### config.mk
export PLATFORM = sky130hd
export DESIGN_NAME = eth_tx_arbiter_flat
export DESIGN_NICKNAME = d
export VERILOG_FILES = /design/src/rtl/eth_tx_arbiter_if.sv /design/src/rtl/eth_tx_arbiter.sv /design/src/flat_wrapper.sv
export SDC_FILE = /design/constraint.sdc
export NUM_CORES = 1
export LEC_CHECK = 0
export ABC_CLOCK_PERIOD_IN_PS = 1370
export CAP_MARGIN = 20
export CORE_AREA = 2 2 630 632
export CTS_CLUSTER_SIZE = 10
export DETAILED_ROUTE_END_ITERATION = 12
export DIE_AREA = 0 0 632 634
export PLACE_DENSITY = 0.3
export SLEW_MARGIN = 10
export SYNTH_ARGS = -nofsm -noshare
export SYNTH_HDL_FRONTEND = slang
export SYNTH_SLANG_ARGS = --single-unit
### constraint.sdc
create_clock -name clk -period 1.37 [get_ports clk]
set_input_delay 0.274 -clock clk [delete_from_list [all_inputs] [get_ports clk]]
set_output_delay 0.274 -clock clk [all_outputs]
set_load 0.01 [all_outputs]
### src/rtl/eth_tx_arbiter_if.sv
// eth_tx_arbiter_if: one AXI-Stream channel (data, last, valid, ready) with
// master (source) and slave (sink) views.
interface eth_tx_arbiter_if #(
  parameter int DW = 512
) ();
  logic [DW-1:0] tdata;
  logic          tlast;
  logic          tvalid;
  logic          tready;

  modport master (output tdata, output tlast, output tvalid, input  tready);
  modport slave  (input  tdata, input  tlast, input  tvalid, output tready);
endinterface

### src/rtl/eth_tx_arbiter.sv
// eth_tx_arbiter: packet-boundary round-robin arbiter merging the host transmit and
// loopback AXI-Stream sources into one registered TX stream. Optional macro: ETH_TX_ARB_PKT_COUNT_EN.
module eth_tx_arbiter #(
  parameter int DW = 512
) (
  input  logic             clk,
  input  logic             resetn,
  eth_tx_arbiter_if.slave  axis_xmit,
  eth_tx_arbiter_if.slave  axis_loop,
  eth_tx_arbiter_if.master axis_out,
  output logic             active_port,
  output logic             busy,
  output logic [31:0]      xmit_pkt_count,
  output logic [31:0]      loop_pkt_count
);

  // Encoding chosen so busy and active_port are the state flop bits themselves.
  typedef enum logic [1:0] {
    IDLE       = 2'b00,
    GRANT_XMIT = 2'b10,
    GRANT_LOOP = 2'b11
  } state_t;

  state_t        state_r, state_s;
  logic          last_grant_r, last_grant_s;
  logic          out_valid_r, out_last_r;
  logic [DW-1:0] out_data_r;
  logic          out_free_s;
  logic          xmit_ready_s, loop_ready_s;
  logic          xmit_acc_s, loop_acc_s;
  logic          load_s, load_last_s;
  logic [DW-1:0] load_data_s;

  assign out_free_s = !out_valid_r || axis_out.tready;
  assign xmit_acc_s = xmit_ready_s && axis_xmit.tvalid;
  assign loop_acc_s = loop_ready_s && axis_loop.tvalid;
  assign load_s     = xmit_acc_s || loop_acc_s;

  // State and last-grant registers; last_grant resets to loop so xmit wins the first tie
  always_ff @(posedge clk or negedge resetn) begin
    if (!resetn) begin
      state_r      <= IDLE;
      last_grant_r <= 1'b1;
    end else begin
      state_r      <= state_s;
      last_grant_r <= last_grant_s;
    end
  end

  // Arbitration in IDLE, grant release on an accepted tlast, input ready generation
  always_comb begin
    state_s      = state_r;
    last_grant_s = last_grant_r;
    xmit_ready_s = 1'b0;
    loop_ready_s = 1'b0;
    case (state_r)
      IDLE: begin
        if (axis_xmit.tvalid && (!axis_loop.tvalid || last_grant_r)) begin
          state_s      = GRANT_XMIT;
          last_grant_s = 1'b0;
        end else if (axis_loop.tvalid) begin
          state_s      = GRANT_LOOP;
          last_grant_s = 1'b1;
        end else begin
          state_s      = IDLE;
        end
      end
      GRANT_XMIT: begin
        xmit_ready_s = out_free_s;
        if (out_free_s && axis_xmit.tvalid && axis_xmit.tlast) begin
          state_s = IDLE;
        end else begin
          state_s = GRANT_XMIT;
        end
      end
      GRANT_LOOP: begin
        loop_ready_s = out_free_s;
        if (out_free_s && axis_loop.tvalid && axis_loop.tlast) begin
          state_s = IDLE;
        end else begin
          state_s = GRANT_LOOP;
        end
      end
      default: begin
        state_s = IDLE;
      end
    endcase
  end

  // Source mux feeding the output register
  always_comb begin
    if (loop_acc_s) begin
      load_data_s = axis_loop.tdata;
      load_last_s = axis_loop.tlast;
    end else begin
      load_data_s = axis_xmit.tdata;
      load_last_s = axis_xmit.tlast;
    end
  end

  // One-beat output register: load on accept, drop valid once consumed
  always_ff @(posedge clk or negedge resetn) begin
    if (!resetn) begin
      out_valid_r <= 1'b0;
      out_data_r  <= {DW{1'b0}};
      out_last_r  <= 1'b0;
    end else if (load_s) begin
      out_valid_r <= 1'b1;
      out_data_r  <= load_data_s;
      out_last_r  <= load_last_s;
    end else if (axis_out.tready) begin
      out_valid_r <= 1'b0;
    end
  end

  assign axis_xmit.tready = xmit_ready_s;
  assign axis_loop.tready = loop_ready_s;
  assign axis_out.tvalid  = out_valid_r;
  assign axis_out.tdata   = out_data_r;
  assign axis_out.tlast   = out_last_r;
  assign busy             = state_r[1];
  assign active_port      = state_r[0];

`ifdef ETH_TX_ARB_PKT_COUNT_EN
  logic [31:0] xmit_cnt_r, loop_cnt_r;

  // Per-port packet counters, bumped on each accepted tlast, free-running wrap
  always_ff @(posedge clk or negedge resetn) begin
    if (!resetn) begin
      xmit_cnt_r <= 32'd0;
      loop_cnt_r <= 32'd0;
    end else begin
      if (xmit_acc_s && axis_xmit.tlast) begin
        xmit_cnt_r <= xmit_cnt_r + 32'd1;
      end
      if (loop_acc_s && axis_loop.tlast) begin
        loop_cnt_r <= loop_cnt_r + 32'd1;
      end
    end
  end

  assign xmit_pkt_count = xmit_cnt_r;
  assign loop_pkt_count = loop_cnt_r;
`else
  assign xmit_pkt_count = 32'd0;
  assign loop_pkt_count = 32'd0;
`endif

endmodule

### src/flat_wrapper.sv
// flat-port wrapper written by rule: the top's interface ports become plain ports
module eth_tx_arbiter_flat 
#(
  parameter int DW = 512
)
  (clk, resetn, active_port, busy, xmit_pkt_count, loop_pkt_count, axis_xmit_tdata, axis_xmit_tlast, axis_xmit_tvalid, axis_xmit_tready, axis_loop_tdata, axis_loop_tlast, axis_loop_tvalid, axis_loop_tready, axis_out_tdata, axis_out_tlast, axis_out_tvalid, axis_out_tready);
  eth_tx_arbiter_if #(.DW(DW)) axis_xmit_i ();
  eth_tx_arbiter_if #(.DW(DW)) axis_loop_i ();
  eth_tx_arbiter_if #(.DW(DW)) axis_out_i ();
  input  logic clk;
  input  logic resetn;
  output logic active_port;
  output logic busy;
  output logic [31:0] xmit_pkt_count;
  output logic [31:0] loop_pkt_count;
  input wire logic [$bits(axis_xmit_i.tdata)-1:0] axis_xmit_tdata;
  input wire logic [$bits(axis_xmit_i.tlast)-1:0] axis_xmit_tlast;
  input wire logic [$bits(axis_xmit_i.tvalid)-1:0] axis_xmit_tvalid;
  output wire logic [$bits(axis_xmit_i.tready)-1:0] axis_xmit_tready;
  input wire logic [$bits(axis_loop_i.tdata)-1:0] axis_loop_tdata;
  input wire logic [$bits(axis_loop_i.tlast)-1:0] axis_loop_tlast;
  input wire logic [$bits(axis_loop_i.tvalid)-1:0] axis_loop_tvalid;
  output wire logic [$bits(axis_loop_i.tready)-1:0] axis_loop_tready;
  output wire logic [$bits(axis_out_i.tdata)-1:0] axis_out_tdata;
  output wire logic [$bits(axis_out_i.tlast)-1:0] axis_out_tlast;
  output wire logic [$bits(axis_out_i.tvalid)-1:0] axis_out_tvalid;
  input wire logic [$bits(axis_out_i.tready)-1:0] axis_out_tready;
  assign axis_xmit_i.tdata = axis_xmit_tdata;
  assign axis_xmit_i.tlast = axis_xmit_tlast;
  assign axis_xmit_i.tvalid = axis_xmit_tvalid;
  assign axis_xmit_tready = axis_xmit_i.tready;
  assign axis_loop_i.tdata = axis_loop_tdata;
  assign axis_loop_i.tlast = axis_loop_tlast;
  assign axis_loop_i.tvalid = axis_loop_tvalid;
  assign axis_loop_tready = axis_loop_i.tready;
  assign axis_out_tdata = axis_out_i.tdata;
  assign axis_out_tlast = axis_out_i.tlast;
  assign axis_out_tvalid = axis_out_i.tvalid;
  assign axis_out_i.tready = axis_out_tready;
  eth_tx_arbiter #(.DW(DW)) u_core (.clk(clk), .resetn(resetn), .axis_xmit(axis_xmit_i), .axis_loop(axis_loop_i), .axis_out(axis_out_i), .active_port(active_port), .busy(busy), .xmit_pkt_count(xmit_pkt_count), .loop_pkt_count(loop_pkt_count));
endmodule
# Yosys cells after proc, flatten, opt, wreduce, memory -nomap -nowiden

Cells that the tools add are included.

Register bits: 517
Bits of input ports: 1031
Output and inout port bits: 582
Logic and storage cells: 36

Equal/unequal tests: 2
Multiplexer cells: 13
Reductions and logical operators: 16

Operators with widths:

| cell               | number |
|---|---|
| $mux 512           | 1 |
| $mux 2             | 4 |
| $logic_and 1x1->1  | 7 |
| $mux 1             | 7 |
| $pmux 2 s3         | 1 |
| $eq 2x2->1 const B | 2 |
| $reduce_bool 2->1  | 2 |
| $logic_or 1x1->1   | 3 |
| $logic_not 1->1    | 2 |
| $logic_not 2->1    | 1 |
| $reduce_and 2->1   | 1 |

# Logic depth before layout (Yosys ltp)

Gate-level depths: netlist (run 1).

Depth in word-level cells: 6
Mapped depth: 6

# Worst setup path after synthesis (run 1)

OpenSTA, ideal clock, no wires.

Kind: reg2out
Start: register u_core.state_r[0]
End: output axis_loop_tready
Data arrival time: 1274 ps
Required time: 1096 ps
Setup slack: -178 ps
Cell stages (with the launch flop): 5
Path buffers: 3
Cells stage by stage: dfrtp_1 buf_2 buf_2 buf_1 and3_1

Cells in the longest elaborated chain, start to end: 2

RTL lines:

| item                   | line                 | text |
|---|---|---|
| from (decl)            | eth_tx_arbiter.sv:24 | `state_t state_r, state_s;` |
| from (signal assigned) | eth_tx_arbiter.sv:45 | `state_r <= state_s;` |
| $eq 2x2->1             | eth_tx_arbiter.sv:56 | `case (state_r)` |
| $mux 1                 | eth_tx_arbiter.sv:56 |  |
| to (decl)              | flat_wrapper.sv:23   | `output wire logic [$bits(axis_loop_i.tready)-1:0] axis_loop_tready;` |

No other way between the ends.

# Worst setup path in the final report (run 1)

Start: register u_core.state_r[0]
End: register u_core.out_data_r[413] (netlist: u_core.axis_out.tdata[413])

Cells in the longest elaborated chain, start to end: 4
Elaborated cells on any way between the ends: 8
Classes of those cells: eq/ne: 2; mux: 3; reduce/logical: 3

RTL lines:

| item                                                | line                                       | text |
|---|---|---|
| $eq 2x2->1                                          | eth_tx_arbiter.sv:56                       |  |
| $mux 1                                              | eth_tx_arbiter.sv:56                       |  |
| $logic_and 1x1->1, on equally long branches         | eth_tx_arbiter.sv:36, eth_tx_arbiter.sv:35 |  |
| $mux 512 / $logic_or 1x1->1 (equally long branches) | eth_tx_arbiter.sv:92, eth_tx_arbiter.sv:37 |  |
| to (signal assigned)                                | eth_tx_arbiter.sv:105                      | `out_data_r <= {DW{1'b0}};` |
| to (signal assigned)                                | eth_tx_arbiter.sv:109                      | `out_data_r <= load_data_s;` |
| to (decl)                                           | eth_tx_arbiter.sv:27                       | `logic [DW-1:0] out_data_r;` |

Several ways; a longest one is shown, not always the timed one.
A chain may end at the register's enable or synchronous reset.

==> metrics.md, run 1 <==
| Metric | Value |
|---|---|
| Core ar. | `0.394 mm^2` |
| WHS Path Cells | `5` |
| Clock slew at reported path FFs | `0.06 ns` |
| Sequential element share of the synthesized area | `a little under half` |
| RSZ-0062 raised after global routing | `yes` |
| Cell leakage power | `between 20 and 25 nW` |
| Chip width | `about 630 um` |
| Xor and xnor area share after synthesis | `0%` |
| Number of flops mapped to enable cells by yosys | `0` |
| Clk_skew | `0.0294 ns` |
| CTS tree | `built` |
| Most frequent cells in the layout | `clkdlybuf4s50_1 (1027), buf_4 (555), inv_1 (512)` |
| Post-synth top flop | `dfrtp_1` |
| Area Overhead vs Synth | `106%` |
| Die Height | `roughly 630 um` |
| Post-synthesis mux area share | `0%` |
| RePlAce Congestion | `between 0.8 and 0.9` |
| Post-synthesis simple-gate area fraction | `a little over an eighth` |
| Total GRT Usage | `about an eighth` |
| Worst-skew pair later-pin latency | `between 0.7 and 0.8 ns` |
| Starting Density | `between 7 and 8%` |
| Initial antenna violation count | `154` |
| Total number of vias | `33300` |
| Syn Inst Count | `about 3000` |
| Leading area contributor after synthesis | `dfrtp_1` |
| Comb power frac | `between 50% and 60%` |
| Fin cells | `between 10000 and 15000` |
| Vias per cell | `3.23` |
| Minimum clock period | `approximately 2.2 ns` |
| H-tree depth | `3` |
| R2r startpoint | `u_core.state_r[0]$_DFF_PN0_` |
| Final ANT Viol Nets | `0` |
| Share of synthesized registers carrying an async set or reset | `100%` |
| Share of cells above drive strength 1 | `~28%` |
| Run status | `finished with violations` |
| Clock Power Share | `17.1%` |
| Placed instance area | `0.0536 mm^2` |
| Die area | `between 0.4 and 0.5 mm^2` |
| CP Capture Type | `flip-flop` |
| DRC marker count from the first detailed-route iteration | `roughly 2100` |
| Final Max Slew Viols | `0` |
| Setup Viol. Count Final | `1032` |
| First-pass GRT wire length | `approximately 340 mm` |
| Max VDD drop | `just under 1 mV` |
| Synth Cell Area | `approximately 0.029 mm^2` |
| #FFs+latches synth | `about 520` |
| Hold path start | `axis_loop_tvalid` |
| Dpl hpwl | `~230 mm` |
| CTS Sinks | `around 520` |
| R2R depth | `8` |
| CTS root buf | `clkbuf_16` |
| Worst Setup SP | `u_core.state_r[0]$_DFF_PN0_` |
| Largest family of logic cells by synthesized area | `compound AO/OA/AOI/OAI gates` |
| Endpoints failing hold | `0` |
| P_sw | `between 40 and 50 mW` |
| Final Util | `around 15%` |
| Placed cells | `~9900` |
| Final instance area | `0.0592 mm^2` |
| Clock Path Buffers | `4` |
| HP Class | `input pin to flip-flop` |
| Slew @ Worst Pin | `0.727 ns` |
| IO Port Bufs | `~1500` |
| Int Pwr | `approximately 72 mW` |
| Synth Area in Compound Gates | `a little over a quarter` |
| Fin nets | `between 5000 and 6000` |
| Top cell type's share of synthesized area | `45.0%` |
| Synth top area cells | `dfrtp_1 (45%), o22a_1 (16%), nor3b_1 (13%)` |
| Maximum clock frequency | `0.454 GHz` |
| Crit Path Max Fanout | `14` |
| CP arrival | `2.89 ns` |
| Syn. warnings | `0` |
| Vias in the first global route | `between 30000 and 40000` |
| Power consumption | `120 mW` |
| Mapped Avg Cell Area | `9.58 um^2` |
| Ports | `roughly 1600` |
| Crit path launch type | `flip-flop` |
| Site row count | `231` |
| Pwr Density | `2030 mW/mm^2` |
| Drt first pass iters | `6` |
| Drt total wl | `~270 mm` |
| CP required | `approximately 2.1 ns` |
| Largest net degree at the start of global routing | `59` |
| Netlist cell types | `26` |
| Pre-CTS setup slack | `-0.902 ns` |
| Sw frac | `39.9%` |
| Fill count | `44700` |
| Post-Synth Adder-Cell Area | `0%` |
| Worst setup margin | `-0.835 ns` |
| Most common cell after layout, fill and taps aside | `clkdlybuf4s50_1` |
| Sequential fraction of design power | `24.4%` |
| Max-Cap Viols | `0` |
| Cts bufs inserted | `79` |
| DRC | `0` |
| Fin crit share | `161%` |
| Gr ovfl total | `0` |
| Slew headroom | `around half` |
| Critical path class | `flip-flop to flip-flop` |
| Drt wl/cell | `between 20 and 30 um` |
| Failing checks | `negative setup slack` |
-- cell type report --
type,count,area [um^2],share of cell area (%)
flip-flops and latches,517,13000,21.9
clock buffers,113,2310,3.90
diodes,43,108,0.182
inverters,512,1920,3.25
well taps,5242,6560,11.1
multi-input cells,1622,12300,20.9
clock inverters,19,201,0.340
repair buffers,2229,22800,38.5
-- state kept, by name, indices dropped and copies added, names as in the netlist --
register / cells
u_core.axis_out.tdata: 512
u_core.state_r: 2
u_core.axis_out.tlast: 1
u_core.axis_out.tvalid: 1
u_core.last_grant_r: 1
-- power groups by stage --
stage,logic (mW),clock network [mW],registers (mW)
after CTS,69.4,21.5,29.4
final,70.2,20.5,29.3
after global routing,74.2,21.9,30.2
after detailed placement,63.5,0,28.7
after floorplan,22.3,0,30.5
after global placement,63.3,0,28.6
-- worst max-delay path, cell delays in order (launching register included) --
cell and delay (ns):
dfrtp_4 0.48, buf_8 0.15, buf_6 0.13, nand2b_4 0.14
a211oi_4 0.26, buf_12 0.20, buf_16 0.21, clkbuf_16 0.25
o22a_1 0.13
-- worst paths after layout --
path	to	slack, ns
max in group asynchronous	u_core.axis_out.tdata[338]$_DFFE_PN0P_	0.48
hold reg to reg	u_core.axis_out.tdata[242]$_DFFE_PN0P_	0.50
hold / removal	u_core.axis_out.tlast$_DFFE_PN0P_	0.04
setup reg to reg	u_core.axis_out.tdata[413]$_DFFE_PN0P_	-0.83
min in group asynchronous	u_core.axis_out.tdata[396]$_DFFE_PN0P_	0.25
setup / recovery	u_core.axis_out.tdata[413]$_DFFE_PN0P_	-0.83
-- logic make-up after synthesis --
logic type / Yosys count
AOI/OAI and AO/OA: 1032
DFF: 517
buffers and inverters: 917
and+or+nand+nor: 526
other: 1
-- routing by layer --
metal  share of wire [%]  GRT usage (%)  vias up
li1                    -              -    14800
met1                  38           14.1    16600
met2                  51           23.1     1410
met3                 8.8           4.81      400
met4                 2.6           3.13       84
met5                0.20              0        -
-- cell usage after synthesis (2+ instances only) --
library cell and number:
nor2_1 4, a2bb2oi_1 2, a31oi_1 513, buf_6 23
buf_2 97, inv_1 512, o22ai_1 2, dfrtp_1 516
buf_1 9, clkbuf_1 183, o22a_1 511, nor3b_1 511
nand2_1 4, buf_4 93, nand2b_1 2
-- stage by stage --
step | hold slack, ns | TNS [ns]
6_report | 0.0444 | -461.85
3_5_place_dp | 0.434 | -382.30
3_3_place_gp | 0.431 | -401.51
2_1_floorplan | -0.0216 | -20.26
5_1_grt | 0.0400 | -537.71
4_1_cts | -0.0717 | -549.86
-- what timing repair did --
item                                    in CTS  in global routing
cloned                                       5                 16
buffers inserted                           176                  4
hold buffers                                 1                  0
endpoints found under the setup margin    1032               1034
hold endpoints to repair                   518                  0
pin swaps                                    2                  4
gates resized for setup                   2707                 84
(Power assumes the default switching activity.)
==> run 2: changes to the inputs <==
Settings changed: CORE_AREA 2 2 630 632 to 8 8 618 620, DIE_AREA 0 0 632 634 to 0 0 626 628, PLACE_DENSITY 0.3 to 0.31.
==> run 2 against run 1 <==
Effect of this change:
- power rose by 0.50%
- critical path depth fell by 1
- critical path type unchanged
- via count rose by 0.70%
- the flow still finishes with violations (negative setup slack)
- sequential share of layout area fell by 0.17 points
- global-route usage barely moved
- sequential power barely moved
- routed wire length fell by 3.0%
- first-iteration DRC count fell by 0.58%
- flip-flop and latch count did not move
- worst setup slack improved by 0.030 ns
- clock skew rose by 0.017 ns
==> metrics.md, run 2 (same netlist as run 1, synthesis figures left out) <==
| Metric | Value |
|---|---|
| Run status | `finished with violations` |
| Failing checks | `negative setup slack` |
| Slew @ Worst Pin | `0.608 ns` |
| Largest net degree at the start of global routing | `between 50 and 60` |
| Most common cell after layout, fill and taps aside | `clkdlybuf4s50_1` |
| DRC | `0` |
| Starting Density | `a little under 8%` |
| Most frequent cells in the layout | `clkdlybuf4s50_1 (1027), buf_4 (688), inv_1 (512)` |
| RSZ-0062 raised after global routing | `yes` |
| CP Capture Type | `flip-flop` |
| Setup Viol. Count Final | `approximately 1000` |
| R2r startpoint | `u_core.state_r[0]$_DFF_PN0_` |
| Initial antenna violation count | `122` |
| Final Max Slew Viols | `0` |
| R2R depth | `7` |
| Dpl hpwl | `between 200 and 250 mm` |
| Reg2reg end | `u_core.axis_out.tdata[332]$_DFFE_PN0P_` |
| Fin nets | `between 6000 and 7000` |
| HP Class | `input pin to flip-flop` |
| Flop-to-flop setup slack | `-0.81 ns` |
| Crit path launch type | `flip-flop` |
| Cell leakage power | `around 24 nW` |
| Die area | `around 0.39 mm^2` |
| Critical path class | `flip-flop to flip-flop` |
| Final instance area | `0.0596 mm^2` |
| Multi-input gate area | `around 0.012 mm^2` |
| FF+latch area | `~0.013 mm^2` |
| Crit Path Max Fanout | `23` |
| Hold path start | `axis_xmit_tvalid` |
| Ports | `around 1600` |
| Placed instance area | `between 0.05 and 0.06 mm^2` |
| Fin crit share | `159%` |
| Clk_skew | `roughly 0.046 ns` |
| Area Overhead vs Synth | `108%` |
| Core ar. | `0.371 mm^2` |
| Drt wl/cell | `26.1 um` |
| CTS tree | `built` |
| First-pass GRT wire length | `~340 mm` |
| Chip width | `between 600 and 700 um` |
| WHS Path Cells | `3` |
| DRC marker count from the first detailed-route iteration | `2062` |
| Vias in the first global route | `around 36000` |
| Fill count | `about 42000` |
| Endpoints failing hold | `0` |
| Max VDD drop | `between 0.8 and 0.9 mV` |
| Drt first pass iters | `5` |
| Pwr Density | `2020 mW/mm^2` |
| Worst-skew pair later-pin latency | `between 0.7 and 0.8 ns` |
| Total number of vias | `about 34000` |
| Largest register FFs | `~500` |
| Cts bufs inserted | `78` |
| Final ANT Viol Nets | `0` |
| Setup_tns | `-457.66 ns` |
| Slew headroom | `between 50% and 60%` |
| CTS Sinks | `between 500 and 600` |
| Drt total wl | `between 200 and 300 mm` |
| Max-Cap Viols | `0` |
| CTS root buf | `clkbuf_16` |
| Worst Setup SP | `u_core.state_r[0]$_DFF_PN0_` |
| Clock slew at reported path FFs | `0.06 ns` |
| Minimum clock period | `between 2 and 2.5 ns` |
| Total GRT Usage | `about 13%` |
| RePlAce Congestion | `0.912` |
| H-tree depth | `3` |
| Maximum clock frequency | `0.460 GHz` |
| Share of cells above drive strength 1 | `29.4%` |
| Hold Path Sink | `u_core.last_grant_r$_DFFE_PN1P_` |
| Die Height | `628 um` |
| CP required | `approximately 2.0 ns` |
| Site row count | `around 220` |
| Vias per cell | `approximately 3.3` |
| CP arrival | `2.79 ns` |
| Gr ovfl total | `0` |
| Placed cells | `9765` |
| Fin cells | `~10000` |
| IO Port Bufs | `1548` |
| Clock Path Buffers | `4` |
| Worst setup margin | `-0.805 ns` |
-- run 2: changes by cell type in the layout (fill, tap and decap cells not counted), sizes merged --
| cell | delta |
|---|---|
| buf | +137 |
| bufbuf | +1 |
| bufinv | +1 |
| clkbuf | -1 |
| clkinv | -7 |
| clkinvlp | +2 |
| diode | -20 |
| dlygate4sd2 | -1 |
| inv | -2 |
-- run 2: per-stage QoR --
step                      hold slack (ns)  worst slack, ns  power, mW  util, %
after floorplan                   -0.0216          -0.0451       52.9        -
after global placement              0.311            -1.09       91.7     14.5
after detailed placement            0.312            -1.04       92.0     14.5
after CTS                          0.0234           -0.864        122     15.9
after global routing               0.0671           -0.848        127     16.0
final                               0.108           -0.805        121     16.0
-- run 2: cell type report --
class | instances | area share, %
Clock inverter | 13 | 0.313
Clock buffer | 117 | 3.83
Tap cell | 4972 | 10.4
Timing Repair Buffer | 2361 | 39.8
Multi-Input combinational cell | 1622 | 20.6
Sequential cell | 517 | 21.7
Antenna cell | 23 | 0.0966
Inverter | 512 | 3.22
-- run 2: worst max-delay path: stages, from the launching register on --
cell and delay (ns):
dfrtp_4 0.53, buf_12 0.18, buf_12 0.16, buf_12 0.18
buf_12 0.17, nor3b_1 0.42, a31oi_1 0.15, o22a_1 0.21
-- run 2: per-layer routing --
| metal | GRT usage (%) | up-vias | routed length [um] | part of all wire, % |
|---|---|---|---|---|
| met5 | 0 | - | 231 | 0.087 |
| met1 | 14.8 | 16900 | 106000 | 40 |
| met2 | 23.7 | 1270 | 137000 | 52 |
| li1 | - | 15000 | - | - |
| met3 | 3.11 | 354 | 15900 | 6.0 |
| met4 | 2.35 | 36 | 5690 | 2.1 |
-- run 2: worst max path at each step --
stage | end | slack (ns) | cells past startpoint
detailed placement | u_core.axis_out.tdata[322]$_DFFE_PN0P_ | -1.04 | 7
finish | u_core.axis_out.tdata[332]$_DFFE_PN0P_ | -0.81 | 7
global route | u_core.axis_out.tdata[365]$_DFFE_PN0P_ | -0.85 | 9
CTS | axis_xmit_tready | -0.86 | 4
floorplan | u_core.axis_out.tdata[470]$_DFFE_PN0P_ | -0.05 | 6
global placement | u_core.axis_out.tdata[311]$_DFFE_PN0P_ | -1.09 | 7
-- run 2: repair_timing --
| item | in CTS | in global routing |
|---|---|---|
| gates resized for setup | 2963 | 39 |
| buffers inserted | 181 | 17 |
| endpoints found under the setup margin | 1034 | 1035 |
| endpoints found under the hold margin | 517 | 0 |
| cloned | 10 | 11 |
| pin swaps | 4 | 3 |
| hold buffers | 1 | 0 |
-- run 2: power breakdown --
part / total [mW] / internal, mW / switching [mW]
clock network: 20.0 / 12.2 / 7.82
registers: 29.1 / 23.1 / 5.99
logic: 71.5 / 37.8 / 33.7
==> run 3: changes to the inputs <==
Settings changed: ABC_CLOCK_PERIOD_IN_PS 1370 to 2610, CORE_AREA 8 8 618 620 to 8 8 625 627, DIE_AREA 0 0 626 628 to 0 0 633 635, PLACE_DENSITY 0.31 to 0.34.
Clock period 1.37 ns to 2.61 ns, I/O delays scaled along.
==> run 3 against run 2 <==
Effect of this change:
- the run now ends clean
- sequential share of layout area is 2.6 points higher
- critical path depth fell by 6
- count of clock-buffer cells in the layout rose by 1
- clock skew is 0.017 ns higher
- core utilization shrank 2.1 points
- via count down 4.5%
- cell count shrank 5.3%
- global-route usage is 2.0 points higher
- sequential power fell by 50%
- non-clock buffer count shrank 626
- register-to-register slack improved by 1.0 ns
- combinational power decreased by 57%
- largest cell class unchanged
==> metrics.md, run 3 (same netlist as run 1, synthesis figures left out) <==
| Metric | Value |
|---|---|
| Run status | `complete, no violations` |
| CTS Sinks | `approximately 520` |
| Core ar. | `between 0.3 and 0.4 mm^2` |
| Maximum clock frequency | `0.404 GHz` |
| Vias in the first global route | `approximately 33000` |
| Drt total wl | `around 310 mm` |
| Fin cells | `9603` |
| Worst path bufs/invs | `1` |
| Drt first pass iters | `5` |
| Crit Path Max Fanout | `2` |
| Cell leakage power | `slightly below 20 nW` |
| Fin crit share | `a little over nine tenths` |
| Crit path max-delay family | `buffers and inverters` |
| IO Port Bufs | `approximately 1500` |
| Slowest stage delay, CP | `0.80 ns` |
| Critical path class | `flip-flop to output pin` |
| DRC marker count from the first detailed-route iteration | `2018` |
| R2r startpoint | `u_core.state_r[0]$_DFF_PN0_` |
| Max-Cap Viols | `0` |
| HP Class | `input pin to flip-flop` |
| Largest register FFs | `about 500` |
| CP Capture Type | `output pin` |
| Worst-skew pair later-pin latency | `~0.77 ns` |
| Critical Path, Cell by Cell | `clkdlybuf4s50_1` |
| Most common cell after layout, fill and taps aside | `clkdlybuf4s50_1` |
| Largest net degree at the start of global routing | `145` |
| Setup Viol. Count Final | `0` |
| CP required | `approximately 2.1 ns` |
| Placed cells | `approximately 9400` |
| Reg2reg end | `u_core.axis_out.tdata[170]$_DFFE_PN0P_` |
| Fin nets | `roughly 5500` |
| Die area | `0.402 mm^2` |
| Endpoints failing hold | `0` |
| RePlAce Congestion | `roughly 0.88` |
| Pwr Density | `approximately 1100 mW/mm^2` |
| Crit path launch type | `flip-flop` |
| Fill count | `roughly 43000` |
| Clock Path Buffers | `4` |
| Worst Setup SP | `u_core.axis_out.tdata[28]$_DFFE_PN0P_` |
| Final ANT Viol Nets | `0` |
| DRC | `0` |
| CTS tree | `built` |
| Most frequent cells in the layout | `clkdlybuf4s50_1 (1521), dfrtp_1 (514), a31oi_1 (513)` |
| Minimum clock period | `roughly 2.5 ns` |
| Gr ovfl total | `0` |
| Final Util | `14.0%` |
| Initial antenna violation count | `~320` |
| Pre-CTS setup slack | `-0.286 ns` |
| Hold Slack | `between 0.3 and 0.4 ns` |
| Site row count | `227` |
| Cts bufs inserted | `77` |
| Flop-to-flop setup slack | `0.22 ns` |
| Slew @ Worst Pin | `1.02 ns` |
| Final Max Slew Viols | `0` |
| Clock slew at reported path FFs | `0.06 ns` |
| Ports | `between 1500 and 2000` |
| Clk_skew | `roughly 0.064 ns` |
| Slew headroom | `around a third` |
| Drt wl/cell | `roughly 32 um` |
| Share of cells above drive strength 1 | `6.93%` |
| Starting Density | `7.54%` |
| RSZ-0062 raised after global routing | `no` |
| Dpl hpwl | `approximately 270 mm` |
| Crit path max-delay cell type | `clkdlybuf4s50_1` |
| R2R depth | `6` |
| Max VDD drop | `roughly 0.59 mV` |
| Power consumption | `~56 mW` |
| CP arrival | `a little under 2 ns` |
| Chip width | `633 um` |
| Vias per cell | `about 3.3` |
| Critical Path Stages | `1` |
| End point of the critical path | `axis_out_tdata[28]` |
| H-tree depth | `3` |
| First-pass GRT wire length | `386 mm` |
| CTS root buf | `clkbuf_16` |
| Worst setup margin | `between 0.1 and 0.15 ns` |
| Total number of vias | `32000` |
| Total GRT Usage | `14.7%` |
| Die Height | `around 640 um` |
| Area Overhead vs Synth | `85.2%` |
-- run 3: cell types whose count changed in the layout (fill, tap and decap cells not counted), moves of 44 or more --
cell	change
nor3b_1	+47
clkdlybuf4s50_1	+494
nor3b_2	-44
buf_6	-481
buf_4	-539
-- run 3: worst min-delay path by stage --
stage	from	end	slack [ns]	cells past startpoint
2_1_floorplan	resetn	u_core.axis_out.tdata[0]$_DFFE_PN0P_	0.23	0
5_1_grt	axis_xmit_tvalid	u_core.axis_out.tdata[511]$_DFFE_PN0P_	0.32	4
3_5_place_dp	u_core.axis_out.tdata[64]$_DFFE_PN0P_	u_core.axis_out.tdata[64]$_DFFE_PN0P_	0.50	1
4_1_cts	axis_xmit_tvalid	u_core.axis_out.tdata[511]$_DFFE_PN0P_	0.26	4
3_3_place_gp	u_core.axis_out.tdata[299]$_DFFE_PN0P_	u_core.axis_out.tdata[299]$_DFFE_PN0P_	0.49	1
6_report	axis_xmit_tvalid	u_core.axis_out.tdata[511]$_DFFE_PN0P_	0.36	4
-- run 3: worst reg2reg max path, delay by kind of cell, from the launching register on --
family | cells | cell delay, ns
AOI/OAI and AO/OA | 2 | 0.29
DFF | 1 | 0.51
buffers and inverters | 3 | 0.71
and+or+nand+nor | 1 | 0.71
-- run 3: where the power goes --
part / leakage [nW] / internal (mW) / switching, mW
clock network: 1.22 / 6.46 / 4.36
registers: 5.69 / 12.1 / 2.49
logic: 12.8 / 14.5 / 16.6
total: 19.7 / 33.0 / 23.4
-- run 3: metrics by stage --
step / cell area [um^2] / TNS (ns)
6_report: 53100 / 0
2_1_floorplan: 28900 / 0
3_5_place_dp: 50400 / -37.10
5_1_grt: 53000 / 0
4_1_cts: 53000 / 0
3_3_place_gp: 50400 / -36.30
-- run 3: repair_timing --
item / in CTS / in global routing
buffers inserted: 5 / 0
hold buffers: 1 / 0
hold endpoints to repair: 14 / 0
endpoints found under the setup margin: 21 / 1
gates resized for setup: 23 / 1
pin swaps: 0 / 0
-- run 3: layout make-up --
cell class | count | area (um^2) | share of cell area (%)
inverter | 512 | 1920 | 3.62
clock inverter | 12 | 194 | 0.365
timing repair buffer | 1735 | 17400 | 32.7
sequential | 517 | 12900 | 24.4
antenna | 49 | 123 | 0.231
clock buffer | 118 | 2310 | 4.35
tap | 5038 | 6300 | 11.9
multi-input combinational | 1622 | 11900 | 22.4
-- run 3: routing by layer --
layer	up-vias	wire length [um]	part of all wire (%)	track usage [%]
met1	15800	109000	35	14.8
met5	-	1330	0.43	0
met3	656	42900	14	9.66
met2	1578	151000	49	25.9
li1	13700	-	-	-
met4	208	6150	2.0	2.01
